==> config.mk <==
export PLATFORM = sky130hd
export DESIGN_NAME = seg7_scan_driver_flat
export DESIGN_NICKNAME = d
export VERILOG_FILES = /design/src/rtl/seg7_pkg.sv /design/src/rtl/seg7_scan_driver_if.sv /design/src/rtl/hex_to_seg7.sv /design/src/rtl/seg7_scan_driver.sv /design/src/flat_wrapper.sv
export SDC_FILE = /design/constraint.sdc
export NUM_CORES = 1
export LEC_CHECK = 0
export CORE_AREA = 4 4 92 94
export DETAILED_ROUTE_END_ITERATION = 8
export DIE_AREA = 0 0 96 98
export GPL_ROUTABILITY_DRIVEN = 0
export PLACE_DENSITY = 0.82
export SYNTH_ARGS = -nofsm -noshare
export SYNTH_HDL_FRONTEND = slang
export SYNTH_HIERARCHICAL = 1
export SYNTH_SLANG_ARGS = --single-unit
==> constraint.sdc <==
create_clock -name clk -period 4.05 [get_ports clk]
set_input_delay 0.81 -clock clk [delete_from_list [all_inputs] [get_ports clk]]
set_output_delay 0.81 -clock clk [all_outputs]
set_load 0.005 [all_outputs]
==> src/rtl/seg7_pkg.sv <==
// rtl/seg7_pkg.sv - shared constants for the 7-segment scan driver
// Purpose: hex digit segment table and digit count shared by the driver files.
// Ports: none (package).
package seg7_pkg;

  localparam int NUM_DIGITS = 8;

  // Active-high segment patterns, bit order gfedcba, indexed by nibble value.
  localparam logic [6:0] SEG7_HEX [16] = '{
    7'h3F, 7'h06, 7'h5B, 7'h4F, 7'h66, 7'h6D, 7'h7D, 7'h07,
    7'h7F, 7'h6F, 7'h77, 7'h7C, 7'h39, 7'h5E, 7'h79, 7'h71
  };

endpackage

==> src/rtl/seg7_scan_driver_if.sv <==
// rtl/seg7_scan_driver_if.sv - display bus between the IO stage and the scan driver
// Purpose: bundles the display value/controls and the tube drive lines.
// Signals: value[31:0] number to show, dp[7:0] per-digit decimal point,
//          blank_lz leading-zero blanking enable, an[7:0] digit enables,
//          seg_out[7:0] segments {dp,g..a}.
// Modports: master drives value/dp/blank_lz; slave (driver) drives an/seg_out.
interface seg7_scan_driver_if;
  import seg7_pkg::*;

  logic [31:0]           value;
  logic [NUM_DIGITS-1:0] dp;
  logic                  blank_lz;
  logic [NUM_DIGITS-1:0] an;
  logic [7:0]            seg_out;

  modport master (output value, output dp, output blank_lz, input an, input seg_out);
  modport slave  (input value, input dp, input blank_lz, output an, output seg_out);

endinterface

==> src/rtl/hex_to_seg7.sv <==
// rtl/hex_to_seg7.sv - nibble to 7-segment pattern decoder
// Purpose: combinational lookup of the active-high gfedcba pattern for one hex digit.
// Ports: nibble_i[3:0] digit value, blank_i forces all segments off,
//        seg_o[6:0] active-high pattern (gfedcba).
module hex_to_seg7
  import seg7_pkg::*;
(
  input  logic [3:0] nibble_i,
  input  logic       blank_i,
  output logic [6:0] seg_o
);

  always_comb begin
    seg_o = blank_i ? 7'h00 : SEG7_HEX[nibble_i];
  end

endmodule

==> src/rtl/seg7_scan_driver.sv <==
// rtl/seg7_scan_driver.sv - time-multiplexed 8-digit hex display driver
// Purpose: scans one digit per divider tick, showing a value snapshotted once per frame.
// Ports: clk system clock, rst asynchronous active-high reset,
//        bus (slave) value/dp/blank_lz in, an/seg_out registered out.
module seg7_scan_driver
  import seg7_pkg::*;
#(
  parameter int unsigned DIV_MAX        = 99_999,
  parameter bit          AN_ACTIVE_LOW  = 1'b1,
  parameter bit          SEG_ACTIVE_LOW = 1'b1
) (
  input  logic                clk,
  input  logic                rst,
  seg7_scan_driver_if.slave   bus
);

  // Keep at least one bit so DIV_MAX=0 still elaborates.
  localparam int CNT_W = (DIV_MAX > 0) ? $clog2(DIV_MAX + 1) : 1;

  localparam logic [NUM_DIGITS-1:0] AN_OFF  = AN_ACTIVE_LOW  ? '1 : '0;
  localparam logic [7:0]            SEG_OFF = SEG_ACTIVE_LOW ? '1 : '0;

  logic [CNT_W-1:0]      div_cnt_q, div_cnt_d;
  logic [2:0]            idx_q, idx_d;
  logic [31:0]           shadow_val_q, shadow_val_d;
  logic [NUM_DIGITS-1:0] shadow_dp_q, shadow_dp_d;
  logic [NUM_DIGITS-1:0] an_q, an_d;
  logic [7:0]            seg_q, seg_d;

  logic       tick;
  logic [4:0] bit_pos;
  logic [3:0] nibble;
  logic       blank;
  logic [6:0] pattern;
  logic [7:0] seg_hi;
  logic [NUM_DIGITS-1:0] an_hot;

  // Scan sequencing and frame snapshot.
  always_comb begin
    tick         = (div_cnt_q == CNT_W'(DIV_MAX));
    div_cnt_d    = tick ? '0 : div_cnt_q + 1'b1;
    idx_d        = tick ? idx_q + 3'd1 : idx_q;
    shadow_val_d = shadow_val_q;
    shadow_dp_d  = shadow_dp_q;
    // Loading only at the 7->0 wrap keeps a whole frame coherent.
    if (tick && idx_q == 3'd7) begin
      shadow_val_d = bus.value;
      shadow_dp_d  = bus.dp;
    end
  end

  // Current-digit decode; blanked when every nibble from this digit up is zero.
  always_comb begin
    bit_pos = {idx_q, 2'b00};
    nibble  = shadow_val_q[bit_pos +: 4];
    blank   = bus.blank_lz && (idx_q != 3'd0) && ((shadow_val_q >> bit_pos) == 32'd0);
  end

  hex_to_seg7 u_hex_to_seg7 (
    .nibble_i (nibble),
    .blank_i  (blank),
    .seg_o    (pattern)
  );

  always_comb begin
    seg_hi = {shadow_dp_q[idx_q], pattern};
    seg_d  = SEG_ACTIVE_LOW ? ~seg_hi : seg_hi;
    an_hot = NUM_DIGITS'(1) << idx_q;
    an_d   = AN_ACTIVE_LOW ? ~an_hot : an_hot;
  end

  always_ff @(posedge clk or posedge rst) begin
    if (rst) begin
      div_cnt_q    <= '0;
      idx_q        <= '0;
      shadow_val_q <= '0;
      shadow_dp_q  <= '0;
      an_q         <= AN_OFF;
      seg_q        <= SEG_OFF;
    end else begin
      div_cnt_q    <= div_cnt_d;
      idx_q        <= idx_d;
      shadow_val_q <= shadow_val_d;
      shadow_dp_q  <= shadow_dp_d;
      an_q         <= an_d;
      seg_q        <= seg_d;
    end
  end

  assign bus.an      = an_q;
  assign bus.seg_out = seg_q;

endmodule

==> src/flat_wrapper.sv <==
// flat-port wrapper written by rule: the top's interface ports become plain ports
module seg7_scan_driver_flat import seg7_pkg::*;
#(
  parameter int unsigned DIV_MAX        = 99_999,
  parameter bit          AN_ACTIVE_LOW  = 1'b1,
  parameter bit          SEG_ACTIVE_LOW = 1'b1
)
  (clk, rst, bus_value, bus_dp, bus_blank_lz, bus_an, bus_seg_out);
  seg7_scan_driver_if bus_i ();
  input  logic clk;
  input  logic rst;
  input wire logic [$bits(bus_i.value)-1:0] bus_value;
  input wire logic [$bits(bus_i.dp)-1:0] bus_dp;
  input wire logic [$bits(bus_i.blank_lz)-1:0] bus_blank_lz;
  output wire logic [$bits(bus_i.an)-1:0] bus_an;
  output wire logic [$bits(bus_i.seg_out)-1:0] bus_seg_out;
  assign bus_i.value = bus_value;
  assign bus_i.dp = bus_dp;
  assign bus_i.blank_lz = bus_blank_lz;
  assign bus_an = bus_i.an;
  assign bus_seg_out = bus_i.seg_out;
  seg7_scan_driver #(.DIV_MAX(DIV_MAX), .AN_ACTIVE_LOW(AN_ACTIVE_LOW), .SEG_ACTIVE_LOW(SEG_ACTIVE_LOW)) u_core (.clk(clk), .rst(rst), .bus(bus_i));
endmodule
After elaboration in Yosys (flattened, before gate mapping)
Memories as Yosys holds them, arrays and structs flattened.
Cells that the tools add are included.
{"block": "classes", "muxes": 6, "n_bitwise": 3, "magnitude_cmp": 2, "n_eq_ne": 2, "n_addsub": 2, "n_shift": 3, "reduce_logical": 5}
{"operator": "$logic_not 32->1", "n": 1}
{"operator": "$shiftx 32x6->4", "n": 1}
{"operator": "$shr 32x5->32", "n": 1}
{"operator": "$mux 7", "n": 3}
{"operator": "$add 17x1->17 const B", "n": 1}
{"operator": "$eq 17x17->1 const B", "n": 1}
{"operator": "$mux 17", "n": 1}
{"operator": "$not 8->8", "n": 2}
{"operator": "$shl 1x3->8 const A", "n": 1}
{"operator": "$ge 5x5->1 const B", "n": 1}
{"operator": "$not 4->5", "n": 1}
{"operator": "$lt 3x4->1 const B", "n": 1}
{"operator": "$add 3x1->3 const B", "n": 1}
{"operator": "$bmux 1 s3", "n": 1}
{"operator": "$eq 3x3->1 const B", "n": 1}
{"operator": "$logic_and 1x1->1", "n": 3}
{"operator": "$reduce_bool 3->1", "n": 1}
{"operator": "$mux 1", "n": 1}
{"block": "totals", "input_bits": 43, "wordCells": 30, "regBits": 76, "romBits": 112, "n_memories": 1}
{"name": "(no name shown)", "depth": 16, "word_bits": 7, "read_ports": 1, "rd_clocked_by_memory_dff": 0, "write_ports": 0, "line": "hex_to_seg7.sv:14", "rtl": "seg_o = blank_i ? 7'h00 : SEG7_HEX[nibble_i];"}

Depth between registers and ports, before layout
Gate-level depths: netlist of the first run.
{"block": "logic_depth", "word_depth": 7, "ltp_mapped": 11, "mapped_depth_nobuf": 9}

Modules after synthesis
The synthesis of the first run kept the hierarchy.
{"mod": "seg7_scan_driver", "cells_each": 277, "seq_area_each_um2": 1921.8, "n_inst": 1, "area_per_inst_um2": 3493.4}
{"mod": "hex_to_seg7", "cells_each": 33, "seq_area_each_um2": 0.0, "n_inst": 1, "area_per_inst_um2": 269.0}

Worst setup path after synthesis of the first run
Ideal clock, no wire load.
{"block": "synth_timing", "path_type": "flip-flop to flip-flop", "from": "reg u_core.idx_q[1]", "to": "reg u_core.seg_q[1] (netlist: u_core/bus.seg_out[1])", "arrival_ns": 2.522, "slack_ns": 1.469, "stages_incl_launch_ff": 11, "period_less_slack_ns": 2.581, "n_path_buf": 2, "path_cell_list": "dfrtp_1 > buf_6 > clkbuf_1 > mux4_2 > nand2_1 > nand2_1 > or4_4 > a2111oi_2 > a31o_2 > a21oi_1 > inv_1"}
{"block": "synth_via", "elab_chain_cells": 7, "word_cells_on_any_way": 12, "classes_between": "2 x shift; 3 x mux; 2 x bitwise; 4 x reduce/logical; 1 x memory"}
{"item": "from (decl)", "line": "seg7_scan_driver.sv:24", "rtl": "logic [2:0] idx_q, idx_d;"}
{"item": "from (signal assigned)", "line": "seg7_scan_driver.sv:82", "rtl": "idx_q <= idx_d;"}
{"item": "$shiftx 32x6->4", "line": "seg7_scan_driver.sv:55", "rtl": "nibble = shadow_val_q[bit_pos +: 4];"}
{"item": "via u_core.nibble[1]", "line": "seg7_scan_driver.sv:32", "rtl": "logic [3:0] nibble;"}
{"item": "$not 4->5 (not written as such)", "line": "hex_to_seg7.sv:14"}
{"item": "$mem_v2 16x7"}
{"item": "$mux 7 (not written as such) (2 in a row)", "line": "hex_to_seg7.sv:14"}
{"item": "$mux 7", "line": "hex_to_seg7.sv:14"}
{"item": "via u_core.pattern[1]", "line": "seg7_scan_driver.sv:34", "rtl": "logic [6:0] pattern;"}
{"item": "$not 8->8", "line": "seg7_scan_driver.sv:67", "rtl": "seg_d = SEG_ACTIVE_LOW ? ~seg_hi : seg_hi;"}
{"item": "via u_core.seg_d[1]", "line": "seg7_scan_driver.sv:28", "rtl": "logic [7:0] seg_q, seg_d;"}
{"item": "to (signal assigned)", "line": "seg7_scan_driver.sv:86", "rtl": "seg_q <= seg_d;"}
{"item": "to (decl)", "line": "seg7_scan_driver.sv:28"}
The timed path passes the listed nets, and every way through them passes these cells. The select of a mux whose other input is x is not followed.
A chain may end at the register's enable or synchronous reset.

Worst setup path in the final report of the first run
{"block": "layout_timing", "from": "reg u_core.idx_q[0]", "to": "reg u_core.seg_q[1] (netlist: u_core/bus.seg_out[1])"}
Same word-level chain as after synthesis.

==> impl_metrics.tcl, run 1 <==
set metrics [dict create \
    status "finished, final reports clean" \
    grt_pass1_vias 2617 \
    avgSynthCellArea_um2 12.14 \
    dp_slack_ns 0.9039 \
    synth.top_cells.by_area "dfrtp_1 (40%), dfstp_2 (11%), mux2_2 (10%), mux4_2 (6.0%), ha_1 (4.3%)" \
    overflow 0 \
    via_per_inst 5.442 \
    cp-start-kind "flip-flop" \
    crit_family "simple AND/OR/NAND/NOR gates" \
    yosysTopAreaCell "dfrtp_1" \
    period_share_pct 77.70 \
    cts_hold_buf 0 \
    yosys_warnings 6 \
    worst_setup_path_end_kind "flip-flop" \
    synthCells 310 \
    skew_ns 0.009031 \
    area_growth_pct 23.01 \
    worstMarginPinSlew_ns 0.9186 \
    async_flop_share_pct 100.0 \
    clk_pin_slew_ns 0.08 \
    critical_path_class "flip-flop to flip-flop" \
    postRouteAntennaNets 0 \
    max_freq_mhz 317.8 \
    io_buffers 58 \
    worst_hold_path_type "flip-flop to flip-flop" \
    slowest_stage "dfrtp_1" \
    dieArea_um2 9408 \
    cap_violations 0 \
    diodes 0 \
    final_common_cell "dfrtp_1" \
    routed_wl_mm 7.447 \
    synth.top_cell.area_share_pct 39.91 \
    crit_top_cell "nand2_1" \
    first_pass_iters 5 \
    seq_area_frac_synth_pct 51.08 \
    drive_above_1_share_pct 23.20 \
    die_w_um 96 \
    synth_cell_types 46 \
    ctsResizeCount 0 \
    synth_fp_nets 366 \
    die_h_um 98 \
    setup_viol 0 \
    rsz0062_at_grt "no" \
    clk_latency_ns 0.34 \
    slew-limit-headroom_pct 38.76 \
    placed_cells 461 \
    synth.ff_latch_count 76 \
    clock_path_buffers 2 \
    post_cts.repair.setup_buffers 0 \
    hold_viol 0 \
    cts_tree "yes" \
    synth-edff-count 0 \
    path_cells "inv_2 > nand2_1 > nand2_1 > or4_4 > a2111oi_2 > a31o_2 > a21oi_1 > inv_1" \
    fillers 620 \
    grt_use_total_pct 17.24 \
    period_needed_ns 3.147 \
    finalMaxSlewViolations 0 \
    root_buffer "clkbuf_8" \
    fin_cells 477 \
    io_pins 59 \
    grt_max_degree 77 \
    r2r_slack_ns 0.90 \
    path_buf_inv 2 \
    dpl.hpwl_mm 5.456 \
    p_leak_nw 1.922 \
    syn_area_um2 3762 \
    core_um2 7647 \
    power.density_nw_per_um2 330.4 \
    fin_ws_ns 0.9032 \
    initial_core_util_pct 49.20 \
    post_drt_wl_per_cell_um 15.61 \
    htreeDepth 3 \
    final_cell_mix "dfrtp_1 (60), clkdlybuf4s50_1 (58), mux2_2 (35), nand2_1 (28), nor2_1 (24)" \
    critPathArrivalTime_ns 3.43 \
    final_nets 426 \
    row_count 32 \
    drt_iter0_drc 139 \
    critical_path.max_stage_delay_ns 0.88 \
    hold_slack_ns 0.4864 \
    cts_inserted_buffers 9 \
    vias 2596 \
    drcViolationCount 0 \
    fin_tns_setup_ns 0 \
    grt_pass1_wl_mm 12.68 \
    cp_max_fo 25 \
    cp_data_required_time_ns 4.33 \
    final_util_pct 60.52 \
    cts.sinks 76 \
    ir_worst_vdd_mv 0.2094 \
    antenna_found_initial 0 \
    synth_top_flop_cell "dfrtp_1" \
]
==> metal layers <==
metal  part of all wire, %  track usage, %  wire length (um)  up-vias
met5                     0               0                 0        -
met4                   1.7           5.689               129        0
met3                   6.0           3.698               449       20
met2                    49           27.62              3650      103
met1                    43           23.17              3217     1256
li1                      -               -                 -     1217
==> per-stage QoR <==
| step | power [mW] | cell area, um2 |
|---|---|---|
| floorplan | 0.8851 | 3762 |
| CTS | 1.545 | 4628 |
| detailed placement | 0.9604 | 4424 |
| global route | 1.598 | 4628 |
| finish | 1.529 | 4628 |
| global placement | 0.9552 | 4424 |
==> registers in the layout (all words and copies together) (netlist names) <==
register	cells
u_core/shadow_val_q	32
u_core/div_cnt_q	17
u_core/bus.an	8
u_core/bus.seg_out	8
u_core/shadow_dp_q	8
u_core/idx_q	3
==> cell type report <==
type,count,area [um2],area share (%)
sequential,76,1922,41.52
multi-input combinational,202,1689,36.50
timing repair buffer,63,618.1,13.35
clock buffer,13,158.9,3.433
tap,102,127.6,2.757
inverter,18,67.56,1.460
clock inverter,3,45.04,0.9732
==> worst register-to-register path, cell delays in order, from the launching register on <==
cell and delay, ns:
dfrtp_1 0.88, inv_2 0.24, nand2_1 0.11, nand2_1 0.28, or4_4 0.61, a2111oi_2 0.67
a31o_2 0.20, a21oi_1 0.04, inv_1 0.06
==> synthesized netlist by cell type, types with 2 or more instances <==
cell / number
dfrtp_1: 60
clkbuf_1: 3
nand3_1: 7
mux4_2: 10
nor2_1: 24
ha_1: 13
a211oi_1: 2
nor4_1: 7
buf_2: 7
xor2_1: 7
a21oi_1: 5
dfstp_2: 16
xnor2_1: 9
mux2_2: 35
buf_6: 3
mux2i_1: 6
mux2_1: 6
o21ai_0: 4
nand4_1: 4
nor3_1: 9
nand2_1: 28
inv_1: 17
a221oi_1: 4
a22oi_1: 2
==> path summary, 6_finish.rpt <==
path                       cells after the start                 from                 endpoint
max in group asynchronous                      3                  rst  u_core/shadow_val_q[11]
setup / recovery                               8      u_core/idx_q[0]    u_core/bus.seg_out[1]
hold / removal                                 1  u_core/div_cnt_q[0]      u_core/div_cnt_q[0]
setup reg to reg                               8      u_core/idx_q[0]    u_core/bus.seg_out[1]
min in group asynchronous                      3                  rst      u_core/div_cnt_q[1]
hold reg to reg                                1  u_core/div_cnt_q[0]      u_core/div_cnt_q[0]
==> power by group <==
part / leakage, nW / internal (mW) / total (mW) / switching [mW]
combinational: 0.928 / 0.0821 / 0.133 / 0.0507
sequential: 0.899 / 0.790 / 0.812 / 0.0214
clock: 0.0959 / 0.319 / 0.584 / 0.265
total: 1.92 / 1.19 / 1.53 / 0.337
==> kinds of logic after synthesis <==
logic type	synth area share, %
buffers and inverters	4.024
adders and majority gates	4.323
muxes	20.55
DFF	51.08
and+or+nand+nor	11.14
AOI/OAI and AO/OA	5.154
xor gates and xnor gates	3.725
Note: power is estimated with default switching activity, not from simulation.
==> run 2, diff against run 1 <==
--- a/config.mk
+++ b/config.mk
@@ -5,11 +5,11 @@
 export SDC_FILE = /design/constraint.sdc
 export NUM_CORES = 1
 export LEC_CHECK = 0
-export CORE_AREA = 4 4 92 94
+export CORE_AREA = 4 4 93 95
 export DETAILED_ROUTE_END_ITERATION = 8
-export DIE_AREA = 0 0 96 98
+export DIE_AREA = 0 0 97 99
 export GPL_ROUTABILITY_DRIVEN = 0
-export PLACE_DENSITY = 0.82
+export PLACE_DENSITY = 0.83
 export SYNTH_ARGS = -nofsm -noshare
 export SYNTH_HDL_FRONTEND = slang
 export SYNTH_HIERARCHICAL = 1
==> constraint.sdc (replaced) <==
create_clock -name clk -period 2.8 [get_ports clk]
set_input_delay 0.56 -clock clk [delete_from_list [all_inputs] [get_ports clk]]
set_output_delay 0.56 -clock clk [all_outputs]
set_load 0.005 [all_outputs]
==> impl_metrics.tcl, run 2 (synthesized netlist as in run 1, its figures left out) <==
set metrics [dict create \
    routed_wl_mm 7.277 \
    ctsResizeCount 0 \
    clk_pin_slew_ns 0.07 \
    finalMaxSlewViolations 0 \
    final_nets 431 \
    htreeDepth 3 \
    cap_violations 0 \
    worstMarginPinSlew_ns 0.4941 \
    fin_tns_setup_ns 0 \
    drive_above_1_share_pct 23.95 \
    p_clk_share_pct 36.9 \
    max_freq_mhz 377.3 \
    root_buffer "clkbuf_8" \
    ir_worst_vdd_mv 0.2802 \
    cts_inserted_buffers 9 \
    seqPwrFrac_pct 54.1 \
    hold_viol 0 \
    rsz0062_at_grt "no" \
    overflow 0 \
    post_cts.repair.setup_buffers 0 \
    skew_ns 0.01377 \
    grt_max_degree 77 \
    stdcell_area_um2 4661 \
    placedInstanceArea_um2 4474 \
    setup_viol 0 \
    io_buffers 58 \
    cp-start-kind "flip-flop" \
    total_switching_power_mw 0.4885 \
    power.density_nw_per_um2 465.0 \
    internal_power_mw 1.679 \
    period_share_pct 94.65 \
    power_mw 2.167 \
    dp_slack_ns 0.1720 \
    via_per_inst 5.442 \
    grt_pass1_vias 2655 \
    largest_reg_flops 32 \
    cts.sinks 76 \
    critPathArrivalTime_ns 2.93 \
    worst_setup_path_end_kind "flip-flop" \
    final_util_pct 60.31 \
    cts_tree "yes" \
    core_um2 7727 \
    fin_ws_ns 0.1498 \
    area_growth_pct 23.88 \
    initial_core_util_pct 48.69 \
    antenna_found_initial 0 \
    cp_data_required_time_ns 3.08 \
    regMostFlops "u_core/shadow_val_q" \
    drt_iter0_drc 149 \
    clock_path_buffers 2 \
    comb_power_share_pct 9.0 \
    die_h_um 99 \
    cts_hold_buf 0 \
    period_needed_ns 2.650 \
    p_leak_nw 1.948 \
    dpl.hpwl_mm 5.421 \
    row_count 32 \
    critical_path_class "flip-flop to flip-flop" \
    io_pins 59 \
    p_sw_share_pct 22.54 \
    drcViolationCount 0 \
    worst_hold_path_type "flip-flop to flip-flop" \
    post_drt_wl_per_cell_um 15.10 \
    grt_use_total_pct 16.10 \
    die_w_um 97 \
    final_common_cell "dfrtp_1" \
    postRouteAntennaNets 0 \
    diodes 0 \
    clk_latency_ns 0.35 \
    cp_max_fo 10 \
    first_pass_iters 4 \
    status "finished, final reports clean" \
    vias 2623 \
    slew-limit-headroom_pct 67.06 \
    largestRegisters "u_core/shadow_val_q: 32 flops, u_core/div_cnt_q: 17 flops" \
    final_cell_mix "dfrtp_1 (60), clkdlybuf4s50_1 (58), mux2_2 (35), nand2_1 (28), nor2_1 (24)" \
    dieArea_um2 9603 \
    grt_pass1_wl_mm 12.51 \
]
==> run 2: cell count changes in the layout (fill, tap and decap cells not counted), sizes merged <==
cell      before  now
clkbuf        13   12
clkinv         0    2
buf            5   10
clkinvlp       2    1
==> run 2: critical path, stage by stage, from the launching register on <==
cell and delay [ns]:
dfrtp_1 0.55, mux4_2 0.55, nand2_1 0.09, nand2_2 0.14, or4_4 0.56, a2111oi_2 0.28, buf_4 0.21, a31o_2 0.11
a21oi_1 0.04, inv_1 0.06
==> run 2: final cells by class <==
class	instances	area [um2]
Multi-Input combinational cell	202	1689
Tap cell	102	127.6
Clock buffer	12	135.1
Timing Repair Buffer	68	668.1
Sequential cell	76	1922
Fill cell	626	3067
Inverter	18	67.56
Clock inverter	4	51.30
==> run 2: power by group through the flow <==
stage          clock network, mW  registers, mW  logic, mW
6_report                   0.799           1.17      0.196
5_1_grt                    0.884           1.18      0.216
4_1_cts                    0.821           1.17      0.200
3_5_place_dp                   0           1.19      0.199
3_3_place_gp                   0           1.19      0.193
2_1_floorplan                  0           1.18     0.0968
==> run 2: through the flow <==
step,hold WS (ns),std cells
4_1_cts,0.4931,482
6_report,0.4884,482
3_5_place_dp,0.4797,466
5_1_grt,0.5166,482
2_1_floorplan,0.4515,310
3_3_place_gp,0.4692,466
==> run 2: final timing paths <==
check / startpoint / end / slack (ns) / depth (start not counted)
max in group asynchronous: rst / u_core/bus.seg_out[1] / 1.82 / 3
min: u_core/div_cnt_q[0] / u_core/div_cnt_q[0] / 0.49 / 1
min reg2reg: u_core/div_cnt_q[0] / u_core/div_cnt_q[0] / 0.49 / 1
min in group asynchronous: rst / u_core/div_cnt_q[6] / 0.60 / 3
max reg2reg: u_core/idx_q[1] / u_core/bus.seg_out[1] / 0.15 / 9
max: u_core/idx_q[1] / u_core/bus.seg_out[1] / 0.15 / 9
==> run 2: per-layer routing <==
| layer | GRT usage, % | up-vias | wire [um] |
|---|---|---|---|
| met1 | 21.19 | 1291 | 3168 |
| met3 | 5.096 | 12 | 446 |
| met2 | 25.27 | 89 | 3555 |
| met4 | 5.616 | 0 | 106 |
| li1 | - | 1231 | - |
| met5 | 0 | - | 0 |
==> run 3, diff against run 2 <==
--- a/config.mk
+++ b/config.mk
@@ -5,11 +5,12 @@
 export SDC_FILE = /design/constraint.sdc
 export NUM_CORES = 1
 export LEC_CHECK = 0
-export CORE_AREA = 4 4 93 95
+export CORE_AREA = 2 2 91 93
 export DETAILED_ROUTE_END_ITERATION = 8
-export DIE_AREA = 0 0 97 99
+export DIE_AREA = 0 0 93 95
 export GPL_ROUTABILITY_DRIVEN = 0
 export PLACE_DENSITY = 0.83
+export SLEW_MARGIN = 25
 export SYNTH_ARGS = -nofsm -noshare
 export SYNTH_HDL_FRONTEND = slang
 export SYNTH_HIERARCHICAL = 1
==> impl_metrics.tcl, run 3 (synthesized netlist as in run 1, its figures left out) <==
set metrics [dict create \
    drive_above_1_share_pct 25.26 \
    ir_worst_vdd_mv 0.3626 \
    crit_top_cell "buf_4" \
    root_buffer "clkbuf_8" \
    postRouteAntennaNets 0 \
    rsz0062_at_grt "no" \
    cap_violations 0 \
    p_leak_nw 1.959 \
    highest_layer "met4" \
    p_sw_share_pct 23.83 \
    die_w_um 93 \
    grt_pass1_wl_mm 12.61 \
    period_share_pct 92.80 \
    seqPwrFrac_pct 52.2 \
    wl_met1_mm 3.213 \
    max_freq_mhz 384.9 \
    critical_path_class "flip-flop to flip-flop" \
    cts_tree "yes" \
    first_pass_iters 4 \
    setup_viol 0 \
    hold_viol 0 \
    comb_power_share_pct 8.8 \
    final_cell_mix "clkdlybuf4s50_1 (58), dfrtp_1 (58), mux2_2 (35), nand2_1 (28), nor2_1 (24)" \
    vias 2583 \
    row_count 33 \
    grt_pass1_vias 2628 \
    dieArea_um2 8835 \
    cp-start-kind "flip-flop" \
    post_cts.repair.setup_buffers 0 \
    dpl.hpwl_mm 5.361 \
    overflow 0 \
    largestRegisters "u_core/shadow_val_q: 32 flops, u_core/div_cnt_q: 17 flops" \
    critPathArrivalTime_ns 2.90 \
    slowest_stage "or4_4" \
    period_needed_ns 2.598 \
    internal_power_mw 1.710 \
    ctsResizeCount 0 \
    wl_met3_um 355 \
    clock_path_buffers 2 \
    final_util_pct 59.15 \
    worstMarginPinSlew_ns 0.4741 \
    largest_reg_flops 32 \
    status "finished, final reports clean" \
    diodes 0 \
    antenna_found_initial 0 \
    total_switching_power_mw 0.5351 \
    htreeDepth 3 \
    io_buffers 58 \
    wl_met2_mm 3.647 \
    cts_hold_buf 0 \
    cts.sinks 76 \
    drcViolationCount 0 \
    skew_ns 0.005712 \
    power_mw 2.245 \
    area_growth_pct 24.64 \
    critical_path.max_stage_delay_ns 0.56 \
    initial_core_util_pct 47.46 \
    grt_use_total_pct 18.32 \
    worst_hold_path_type "flip-flop to flip-flop" \
    cp_data_required_time_ns 3.10 \
    clk_pin_slew_ns 0.08 \
    worst_setup_path_end_kind "flip-flop" \
    io_pins 59 \
    finalMaxSlewViolations 0 \
    cts_inserted_buffers 9 \
    die_h_um 95 \
    final_nets 431 \
    power.density_nw_per_um2 478.8 \
    path_cells "buf_4 > mux4_2 > nand2_1 > nand2_2 > or4_4 > a2111oi_2 > buf_4 > a31o_2 > a21oi_1 > inv_1" \
    cp_max_fo 12 \
    grt_max_degree 77 \
    slew-limit-headroom_pct 68.39 \
    routed_wl_mm 7.320 \
    clk_latency_ns 0.35 \
    fin_tns_setup_ns 0 \
    p_clk_share_pct 39.0 \
    hold_slack_ns 0.4990 \
    core_um2 7928 \
    drt_iter0_drc 154 \
    post_drt_wl_per_cell_um 15.09 \
    via_per_inst 5.326 \
    regMostFlops "u_core/shadow_val_q" \
]
-- run 3: cell count changes in the layout (fill, tap and decap cells not counted) --
cell | before | now
clkbuf_1 | 3 | 0
dfrtp_1 | 60 | 58
dfrtp_2 | 0 | 2
clkbuf_8 | 9 | 10
inv_6 | 0 | 1
inv_8 | 0 | 1
-- run 3: metrics by stage --
stage	std cells	worst slack (ns)	area, um2
detailed placement	469	0.1690	4478
global placement	469	0.2503	4478
floorplan	310	0.2194	3762
global route	485	0.01393	4690
CTS	485	0.1474	4687
finish	485	0.2016	4690
-- run 3: final cells by class --
| cell class | count | area (um2) |
|---|---|---|
| clock buffers | 10 | 137.6 |
| multi-input cells | 202 | 1689 |
| repair buffers | 68 | 668.1 |
| fillers | 674 | 3238 |
| inverters | 18 | 67.56 |
| well taps | 105 | 131.4 |
| clock inverters | 6 | 71.32 |
| flip-flops and latches | 76 | 1924 |
-- run 3: final timing paths --
kind | from | end | slack [ns] | cells past startpoint
setup / recovery | u_core/idx_q[2] | u_core/bus.seg_out[1] | 0.20 | 10
hold / removal | u_core/div_cnt_q[0] | u_core/div_cnt_q[0] | 0.50 | 1
setup reg to reg | u_core/idx_q[2] | u_core/bus.seg_out[1] | 0.20 | 10
hold reg to reg | u_core/div_cnt_q[0] | u_core/div_cnt_q[0] | 0.50 | 1
max in group asynchronous | rst | u_core/bus.seg_out[6] | 1.85 | 3
min in group asynchronous | rst | u_core/div_cnt_q[9] | 0.59 | 3
-- run 3: routing by layer --
metal	global-route usage, %	vias up
li1	-	1231
met1	23.88	1267
met2	30.25	73
met3	4.629	12
met4	5.882	0
met5	0	-
-- run 3: power by group through the flow --
| stage | registers [mW] | logic [mW] | clock network, mW |
|---|---|---|---|
| after floorplan | 1.18 | 0.0968 | 0 |
| after global placement | 1.19 | 0.192 | 0 |
| after detailed placement | 1.19 | 0.200 | 0 |
| after CTS | 1.17 | 0.200 | 0.895 |
| after global routing | 1.18 | 0.218 | 0.949 |
| final | 1.17 | 0.197 | 0.876 |
-- run 3: worst max-delay path, delay by kind of cell (launching register included) --
kind	cells	cell delay (ns)
flip-flops	1	0.49
multiplexers	1	0.31
AND/OR/NAND/NOR	3	0.78
buffers and inverters	3	0.53
AO/OA/AOI/OAI	3	0.44
